**config.mk**
```make
export PLATFORM = sky130hd
export DESIGN_NAME = video_timing_gen_flat
export DESIGN_NICKNAME = d
export VERILOG_FILES = /design/src/rtl/video_timing_gen_if.sv /design/src/rtl/video_timing_gen.sv /design/src/flat_wrapper.sv
export SDC_FILE = /design/constraint.sdc
export NUM_CORES = 1
export LEC_CHECK = 0
export BUFFER_PORTS_ARGS = -buffer_cell sky130_fd_sc_hd__buf_2
export CAP_MARGIN = 25
export CORE_MARGIN = 2
export CORE_UTILIZATION = 54
export DETAILED_ROUTE_END_ITERATION = 8
export PLACE_DENSITY = 0.9
export SYNTH_ARGS = -nofsm -noshare
export SYNTH_HDL_FRONTEND = slang
export SYNTH_SLANG_ARGS = --single-unit
export TNS_END_PERCENT = 30
```
**constraint.sdc**
```tcl
create_clock -name clk_sys -period 3.1 [get_ports clk_sys]
set_input_delay 0.31 -clock clk_sys [delete_from_list [all_inputs] [get_ports clk_sys]]
set_output_delay 0.31 -clock clk_sys [all_outputs]
set_load 0.05 [all_outputs]
```
**src/rtl/video_timing_gen_if.sv**
```systemverilog
// Pixel-side bundle for video_timing_gen: enables, mode and colour in, raster position/flags/colour out.
// VTG_POS_ADJ_EN adds the h_adj/v_adj sync-centring inputs.
interface video_timing_gen_if #(
    parameter int HW = 9,
    parameter int VW = 9,
    parameter int CW = 12
);
    logic          ce_pix;
    logic          mode;
    logic [CW-1:0] rgb_in;
    logic [HW-1:0] hpos;
    logic [VW-1:0] vpos;
    logic          hblank;
    logic          vblank;
    logic          hs_n;
    logic          vs_n;
    logic          vbl_start;
    logic [7:0]    frame_cnt;
    logic [CW-1:0] rgb_out;
`ifdef VTG_POS_ADJ_EN
    logic signed [3:0] h_adj;
    logic signed [2:0] v_adj;

    modport master (
        input  ce_pix, mode, rgb_in, h_adj, v_adj,
        output hpos, vpos, hblank, vblank, hs_n, vs_n, vbl_start, frame_cnt, rgb_out
    );
    modport slave (
        output ce_pix, mode, rgb_in, h_adj, v_adj,
        input  hpos, vpos, hblank, vblank, hs_n, vs_n, vbl_start, frame_cnt, rgb_out
    );
`else
    modport master (
        input  ce_pix, mode, rgb_in,
        output hpos, vpos, hblank, vblank, hs_n, vs_n, vbl_start, frame_cnt, rgb_out
    );
    modport slave (
        output ce_pix, mode, rgb_in,
        input  hpos, vpos, hblank, vblank, hs_n, vs_n, vbl_start, frame_cnt, rgb_out
    );
`endif
endinterface

```
**src/rtl/video_timing_gen.sv**
```systemverilog
// Raster timing generator: counters, registered blanking/sync flags, vblank-start pulse, frame counter
// and blanked RGB pass-through. Optional VTG_POS_ADJ_EN adds per-frame sync position adjustment.
module video_timing_gen #(
    parameter int HW           = 9,
    parameter int VW           = 9,
    parameter int CW           = 12,
    parameter int H_TOTAL      = 384,
    parameter int H_ACT_START  = 16,
    parameter int H_ACTIVE     = 256,
    parameter int H_SYNC_START = 312,
    parameter int H_SYNC_LEN   = 32,
    parameter int V_TOTAL      = 264,
    parameter int V_ACT_START  = 16,
    parameter int V_ACTIVE0    = 192,
    parameter int V_ACTIVE1    = 224,
    parameter int V_SYNC_START = 244,
    parameter int V_SYNC_LEN   = 8
) (
    input  logic               clk_sys,
    input  logic               reset,
    video_timing_gen_if.master vid
);

`ifdef VTG_POS_ADJ_EN
    localparam int H_ADJ_MIN = -8;
    localparam int H_ADJ_MAX = 7;
    localparam int V_ADJ_MIN = -4;
    localparam int V_ADJ_MAX = 3;
`else
    localparam int H_ADJ_MIN = 0;
    localparam int H_ADJ_MAX = 0;
    localparam int V_ADJ_MIN = 0;
    localparam int V_ADJ_MAX = 0;
`endif
    localparam int V_ACT_MAX = (V_ACTIVE0 > V_ACTIVE1) ? V_ACTIVE0 : V_ACTIVE1;

    generate
        if (H_ACT_START + H_ACTIVE > H_SYNC_START + H_ADJ_MIN) begin : g_err_h_act
            $error("video_timing_gen: horizontal active area overlaps sync window");
        end
        if (H_SYNC_START + H_ADJ_MAX + H_SYNC_LEN > H_TOTAL) begin : g_err_h_sync
            $error("video_timing_gen: horizontal sync runs past H_TOTAL");
        end
        if (V_ACT_START + V_ACT_MAX > V_SYNC_START + V_ADJ_MIN) begin : g_err_v_act
            $error("video_timing_gen: vertical active area overlaps sync window");
        end
        if (V_SYNC_START + V_ADJ_MAX + V_SYNC_LEN > V_TOTAL) begin : g_err_v_sync
            $error("video_timing_gen: vertical sync runs past V_TOTAL");
        end
        if (H_TOTAL > (1 << HW)) begin : g_err_hw
            $error("video_timing_gen: H_TOTAL does not fit in HW bits");
        end
        if (V_TOTAL > (1 << VW)) begin : g_err_vw
            $error("video_timing_gen: V_TOTAL does not fit in VW bits");
        end
    endgenerate

    // Comparisons run one bit wider so window ends equal to 2^HW / 2^VW stay representable.
    localparam logic [HW:0] L_H_LAST       = (HW+1)'(H_TOTAL - 1);
    localparam logic [HW:0] L_H_ACT_LO     = (HW+1)'(H_ACT_START);
    localparam logic [HW:0] L_H_ACT_HI     = (HW+1)'(H_ACT_START + H_ACTIVE);
    localparam logic [HW:0] L_H_SYNC_START = (HW+1)'(H_SYNC_START);
    localparam logic [HW:0] L_H_SYNC_LEN   = (HW+1)'(H_SYNC_LEN);
    localparam logic [VW:0] L_V_LAST       = (VW+1)'(V_TOTAL - 1);
    localparam logic [VW:0] L_V_ACT_LO     = (VW+1)'(V_ACT_START);
    localparam logic [VW:0] L_V_ACT_HI0    = (VW+1)'(V_ACT_START + V_ACTIVE0);
    localparam logic [VW:0] L_V_ACT_HI1    = (VW+1)'(V_ACT_START + V_ACTIVE1);
    localparam logic [VW:0] L_V_SYNC_START = (VW+1)'(V_SYNC_START);
    localparam logic [VW:0] L_V_SYNC_LEN   = (VW+1)'(V_SYNC_LEN);

    logic [HW-1:0] r_hcnt;
    logic [VW-1:0] r_vcnt;
    logic          r_mode_q;
    logic          r_hblank;
    logic          r_vblank;
    logic          r_hs_n;
    logic          r_vs_n;
    logic          r_vbl_start;
    logic [7:0]    r_frame_cnt;
    logic [CW-1:0] r_rgb_out;

    logic          w_line_end;
    logic          w_frame_end;
    logic [HW-1:0] w_hcnt_next;
    logic [VW-1:0] w_vcnt_next;
    logic [HW:0]   w_hn;
    logic [VW:0]   w_vn;
    logic          w_mode_next;
    logic [VW:0]   w_v_act_hi;
    logic [HW:0]   w_hss_next;
    logic [VW:0]   w_vss_next;
    logic          w_hblank_next;
    logic          w_vblank_next;
    logic          w_hs_n_next;
    logic          w_vs_n_next;
    logic          w_vbl_start_next;

    assign w_line_end  = ({1'b0, r_hcnt} == L_H_LAST);
    assign w_frame_end = w_line_end && ({1'b0, r_vcnt} == L_V_LAST);
    assign w_hcnt_next = w_line_end ? '0 : r_hcnt + HW'(1);
    assign w_vcnt_next = w_frame_end ? '0 : (w_line_end ? r_vcnt + VW'(1) : r_vcnt);
    assign w_hn        = {1'b0, w_hcnt_next};
    assign w_vn        = {1'b0, w_vcnt_next};

    // Frame geometry is only allowed to change on the ce_pix that lands on (0,0).
    assign w_mode_next = w_frame_end ? vid.mode : r_mode_q;
    assign w_v_act_hi  = w_mode_next ? L_V_ACT_HI1 : L_V_ACT_HI0;

`ifdef VTG_POS_ADJ_EN
    logic [HW:0] r_hss;
    logic [VW:0] r_vss;
    logic [HW:0] w_hss_load;
    logic [VW:0] w_vss_load;

    assign w_hss_load = L_H_SYNC_START + {{(HW-3){vid.h_adj[3]}}, vid.h_adj};
    assign w_vss_load = L_V_SYNC_START + {{(VW-2){vid.v_adj[2]}}, vid.v_adj};
    assign w_hss_next = w_frame_end ? w_hss_load : r_hss;
    assign w_vss_next = w_frame_end ? w_vss_load : r_vss;

    always_ff @(posedge clk_sys) begin
        if (reset) begin
            r_hss <= w_hss_load;
            r_vss <= w_vss_load;
        end else if (vid.ce_pix) begin
            r_hss <= w_hss_next;
            r_vss <= w_vss_next;
        end
    end
`else
    assign w_hss_next = L_H_SYNC_START;
    assign w_vss_next = L_V_SYNC_START;
`endif

    assign w_hblank_next    = !((w_hn >= L_H_ACT_LO) && (w_hn < L_H_ACT_HI));
    assign w_vblank_next    = !((w_vn >= L_V_ACT_LO) && (w_vn < w_v_act_hi));
    assign w_hs_n_next      = !((w_hn >= w_hss_next) && (w_hn < w_hss_next + L_H_SYNC_LEN));
    assign w_vs_n_next      = !((w_vn >= w_vss_next) && (w_vn < w_vss_next + L_V_SYNC_LEN));
    assign w_vbl_start_next = (w_vn == w_v_act_hi) && (w_hcnt_next == '0);

    always_ff @(posedge clk_sys) begin
        if (reset) begin
            r_hcnt      <= '0;
            r_vcnt      <= '0;
            r_mode_q    <= vid.mode;
            r_hblank    <= 1'b1;
            r_vblank    <= 1'b1;
            r_hs_n      <= 1'b1;
            r_vs_n      <= 1'b1;
            r_vbl_start <= 1'b0;
            r_frame_cnt <= '0;
            r_rgb_out   <= '0;
        end else if (vid.ce_pix) begin
            r_hcnt      <= w_hcnt_next;
            r_vcnt      <= w_vcnt_next;
            r_mode_q    <= w_mode_next;
            r_hblank    <= w_hblank_next;
            r_vblank    <= w_vblank_next;
            r_hs_n      <= w_hs_n_next;
            r_vs_n      <= w_vs_n_next;
            r_vbl_start <= w_vbl_start_next;
            r_frame_cnt <= w_frame_end ? r_frame_cnt + 8'd1 : r_frame_cnt;
            // Blanking decision uses the flags of the pixel whose colour is arriving now.
            r_rgb_out   <= (r_hblank || r_vblank) ? '0 : vid.rgb_in;
        end else begin
            r_vbl_start <= 1'b0;
        end
    end

    assign vid.hpos      = r_hcnt - HW'(H_ACT_START);
    assign vid.vpos      = r_vcnt - VW'(V_ACT_START);
    assign vid.hblank    = r_hblank;
    assign vid.vblank    = r_vblank;
    assign vid.hs_n      = r_hs_n;
    assign vid.vs_n      = r_vs_n;
    assign vid.vbl_start = r_vbl_start;
    assign vid.frame_cnt = r_frame_cnt;
    assign vid.rgb_out   = r_rgb_out;

endmodule

```
**src/flat_wrapper.sv**
```systemverilog
// flat-port wrapper written by rule: the top's interface ports become plain ports
module video_timing_gen_flat 
#(
    parameter int HW           = 9,
    parameter int VW           = 9,
    parameter int CW           = 12,
    parameter int H_TOTAL      = 384,
    parameter int H_ACT_START  = 16,
    parameter int H_ACTIVE     = 256,
    parameter int H_SYNC_START = 312,
    parameter int H_SYNC_LEN   = 32,
    parameter int V_TOTAL      = 264,
    parameter int V_ACT_START  = 16,
    parameter int V_ACTIVE0    = 192,
    parameter int V_ACTIVE1    = 224,
    parameter int V_SYNC_START = 244,
    parameter int V_SYNC_LEN   = 8
)
  (clk_sys, reset, vid_ce_pix, vid_mode, vid_rgb_in, vid_hpos, vid_vpos, vid_hblank, vid_vblank, vid_hs_n, vid_vs_n, vid_vbl_start, vid_frame_cnt, vid_rgb_out);
  video_timing_gen_if #(.HW(HW), .VW(VW), .CW(CW)) vid_i ();
  input  logic clk_sys;
  input  logic reset;
  input wire logic [$bits(vid_i.ce_pix)-1:0] vid_ce_pix;
  input wire logic [$bits(vid_i.mode)-1:0] vid_mode;
  input wire logic [$bits(vid_i.rgb_in)-1:0] vid_rgb_in;
  output wire logic [$bits(vid_i.hpos)-1:0] vid_hpos;
  output wire logic [$bits(vid_i.vpos)-1:0] vid_vpos;
  output wire logic [$bits(vid_i.hblank)-1:0] vid_hblank;
  output wire logic [$bits(vid_i.vblank)-1:0] vid_vblank;
  output wire logic [$bits(vid_i.hs_n)-1:0] vid_hs_n;
  output wire logic [$bits(vid_i.vs_n)-1:0] vid_vs_n;
  output wire logic [$bits(vid_i.vbl_start)-1:0] vid_vbl_start;
  output wire logic [$bits(vid_i.frame_cnt)-1:0] vid_frame_cnt;
  output wire logic [$bits(vid_i.rgb_out)-1:0] vid_rgb_out;
  assign vid_i.ce_pix = vid_ce_pix;
  assign vid_i.mode = vid_mode;
  assign vid_i.rgb_in = vid_rgb_in;
  assign vid_hpos = vid_i.hpos;
  assign vid_vpos = vid_i.vpos;
  assign vid_hblank = vid_i.hblank;
  assign vid_vblank = vid_i.vblank;
  assign vid_hs_n = vid_i.hs_n;
  assign vid_vs_n = vid_i.vs_n;
  assign vid_vbl_start = vid_i.vbl_start;
  assign vid_frame_cnt = vid_i.frame_cnt;
  assign vid_rgb_out = vid_i.rgb_out;
  video_timing_gen #(.HW(HW), .VW(VW), .CW(CW), .H_TOTAL(H_TOTAL), .H_ACT_START(H_ACT_START), .H_ACTIVE(H_ACTIVE), .H_SYNC_START(H_SYNC_START), .H_SYNC_LEN(H_SYNC_LEN), .V_TOTAL(V_TOTAL), .V_ACT_START(V_ACT_START), .V_ACTIVE0(V_ACTIVE0), .V_ACTIVE1(V_ACTIVE1), .V_SYNC_START(V_SYNC_START), .V_SYNC_LEN(V_SYNC_LEN)) u_core (.clk_sys(clk_sys), .reset(reset), .vid(vid_i));
endmodule
```
==> summary.txt <==
STA
  • Fin crit share: about 88%
  • Final Max Slew Viols: 0
  • Minimum clock period: about 2.7 ns
  • Max transition margin: between 50% and 60%
  • Setup TNS Final: 0 ns
  • Max frequency: between 0.3 and 0.4 GHz
  • Final Hold Viols: 0
  • Slew @ Worst Pin: slightly above 0.6 ns
  • Setup-failing EPs final: 0
  • RSZ-0062 raised after global routing: no
  • Setup Skew: between 0.003 and 0.004 ns

Pwr
  • Pleak: between 0.001 and 0.0015 uW
  • PD cells: around 390 mW/mm2
  • Peak supply drop: between 200 and 300 uV

Clocking
  • Clock slew at reported path FFs: 0.09 ns
  • Sink Count: 44
  • Clock root buffer: clkbuf_8
  • CTS tree: done
  • Buffers inserted during post-CTS setup optimization: 0
  • Resized Gates After CTS: 0
  • Cts hold-fix bufs: 0
  • # H-tree levels: 2
  • TritonCTS Buffers: 5
  • Latest clock arrival within the worst-skew pair: approximately 0.3 ns
  • Clk buf depth: 2

Setup path
  • Data arrival, critical path: approximately 2.9 ns
  • Critical Path End Type: register
  • Critical Path RT: ~3.3 ns
  • Worst-case reg-to-reg path depth: 9
  • Peak fanout along the critical path: 8
  • WS Path Type: reg -> reg
  • Worst Setup Start Kind: register

Drt
  • DRT iter0 DRCs: 200
  • Vias per inst: 5.77
  • DRC errors left: 0
  • Vias: 2402
  • Post-DRT Antenna Nets: 0
  • Detailed Routing Iterations Pass 1: 5
  • Drt wl/cell: about 15 um
  • Final WL: ~6200 um

Synth
  • Post-Synthesis Cells: between 300 and 400
  • FF+latch count, synth: 44
  • Predominant post-synthesis flop cell: dfxtp_1
  • EDFF count, synth: 1
  • YS warnings: 0
  • Post-synthesis sequential area ratio: 33.5%
  • Ys async rst share: 0%
  • Synth Area per Inst: ~8.5 um2
  • Net Count, Synth: 337
  • Post-Syn Area: around 0.0027 mm2
  • Library cells used by synthesis: between 50 and 60

Final layout
  • Area growth syn-to-layout: 12.2%
  • Fin nets: 373
  • Number of diodes: 0
  • Fin area: 0.00299 mm2
  • Most frequent cells in the layout: buf_2 (58), dfxtp_1 (43), nor2_1 (37)
  • Ratio of cells with drive above 1 in the final layout: 24.9%
  • Most common cell after layout, fill and taps aside: buf_2

Floorplanning
  • Io pins: 59
  • Die Wd: between 70 and 80 um
  • Die area: 0.00551 mm2
  • Die height: about 74 um
  • Core ar.: around 0.0047 mm2
  • Initial core utilization: ~56%
  • Row cnt: 25

Placed design
  • Final RePlAce weighted congestion: 0.960
  • PortBufs: 58
  • Detail Placement HPWL: between 4000 and 5000 um
  • Post-Place Cell Area: ~0.0029 mm2

Job
  • Max-cap check violation count: 0

Global routing
  • First-pass GRT wire length: 9800 um
  • Largest net degree at the start of global routing: 33
  • Initial antenna violation count: 0
  • Vias in the first global route: ~2.1k
  • Remaining global-route overflow: 0
  • Global Route Usage Sum: a little under a quarter

Min path
  • Hold path depth: 2
  • Worst Hold Class: in -> reg

Outcome
  • Status: complete, no violations
## worst paths after layout
kind | from | endpoint | slack, ns
hold reg to reg | u_core.vid.rgb_out[0]$_SDFFE_PP0P_ | u_core.vid.rgb_out[0]$_SDFFE_PP0P_ | 0.48
hold / removal | vid_rgb_in[3] | u_core.vid.rgb_out[3]$_SDFFE_PP0P_ | 0.21
setup / recovery | u_core.r_hcnt[0]$_SDFFE_PP0P_ | u_core.vid.vblank$_SDFFE_PP1P_ | 0.38
setup reg to reg | u_core.r_hcnt[0]$_SDFFE_PP0P_ | u_core.vid.vblank$_SDFFE_PP1P_ | 0.38
## cell usage after synthesis, types with 2 or more instances
master / count / area, um2
xor2_1: 20 / 175
nor4_1: 3 / 18.8
nand2b_1: 2 / 12.5
xnor2_1: 9 / 78.8
nor2_1: 37 / 139
nand3_1: 13 / 65.1
nor3_1: 13 / 65.1
o21ai_0: 9 / 45.0
nand2_1: 18 / 67.6
nand4_1: 7 / 43.8
nand3_2: 2 / 20.0
and3_1: 4 / 25.0
o21a_1: 2 / 15.0
a31oi_1: 2 / 12.5
nor2_2: 2 / 12.5
ha_1: 9 / 113
inv_1: 12 / 45.0
o32a_1: 2 / 20.0
a211oi_1: 4 / 30.0
a22o_1: 12 / 105
buf_4: 15 / 113
dfxtp_1: 43 / 861
clkbuf_1: 9 / 33.8
nor3_2: 2 / 20.0
mux2i_1: 4 / 40.0
buf_2: 5 / 25.0
a21oi_1: 20 / 100
## registers in the layout (all words and copies together), names as in the netlist
signal and cells:
u_core.vid.hs_n 1, u_core.vid.vbl_start 1, u_core.vid.vs_n 1, u_core.vid.vblank 1, u_core.r_mode_q 1, u_core.vid.rgb_out 12
u_core.r_hcnt 9, u_core.vid.hblank 1, u_core.vid.frame_cnt 8, u_core.r_vcnt 9
## final cells by class
type | instances | area, um2
inverter | 12 | 45.0
timing repair buffer | 60 | 305
fill | 397 | 1740
multi-input combinational | 225 | 1540
tap | 67 | 83.8
clock buffer | 6 | 82.6
clock inverter | 2 | 38.8
sequential | 44 | 891
## layer usage
metal / global-route usage [%] / share of wire (%) / up-vias
li1: - / - / 1172
met1: 29.8 / 44 / 1108
met2: 36.8 / 47 / 103
met3: 4.74 / 6.3 / 19
met4: 10.1 / 3.0 / 0
met5: 0 / 0 / -
## critical path, stage by stage, from the launching register on
cell     delay (ns)
dfxtp_1        0.44
ha_1           0.29
and3_1         0.38
nand2_4        0.15
nor3_1         0.47
nor2_1         0.12
ha_1           0.34
a21oi_1        0.16
nor4_1         0.07
o22a_1         0.19
## report_power, final
part	internal (uW)	leakage [uW]	total (uW)	switching, uW
registers	574	0.000358	586	12.1
logic	28.4	0.000845	87.7	59.3
clock network	264	0.0000614	477	213
## stage by stage
step / hold WS, ns / power, uW / utilization, % / worst slack, ns / std cells
final: 0.212 / 1150 / 63.2 / 0.385 / 416
after global routing: 0.213 / 1180 / 63.2 / 0.209 / 416
after CTS: 0.214 / 1150 / 63.2 / 0.466 / 416
after detailed placement: 0.459 / 686 / 60.6 / 0.472 / 408
after global placement: 0.456 / 684 / 60.6 / 0.654 / 408
after floorplan: 0.436 / 665 / - / 0.377 / 312
## logic make-up (layout without fill, tap and decap cells)
family | after synthesis | in the layout | share of synthesized area [%]
buffers and inverters | 43 | 80 | 8.70
DFF | 44 | 44 | 33.5
adders and majority gates | 9 | 9 | 4.23
xor gates and xnor gates | 29 | 29 | 9.54
and+or+nand+nor | 122 | 122 | 26.1
muxes | 4 | 4 | 1.50
AOI/OAI and AO/OA | 61 | 61 | 16.4
Note: power is estimated with default switching activity, not from simulation.
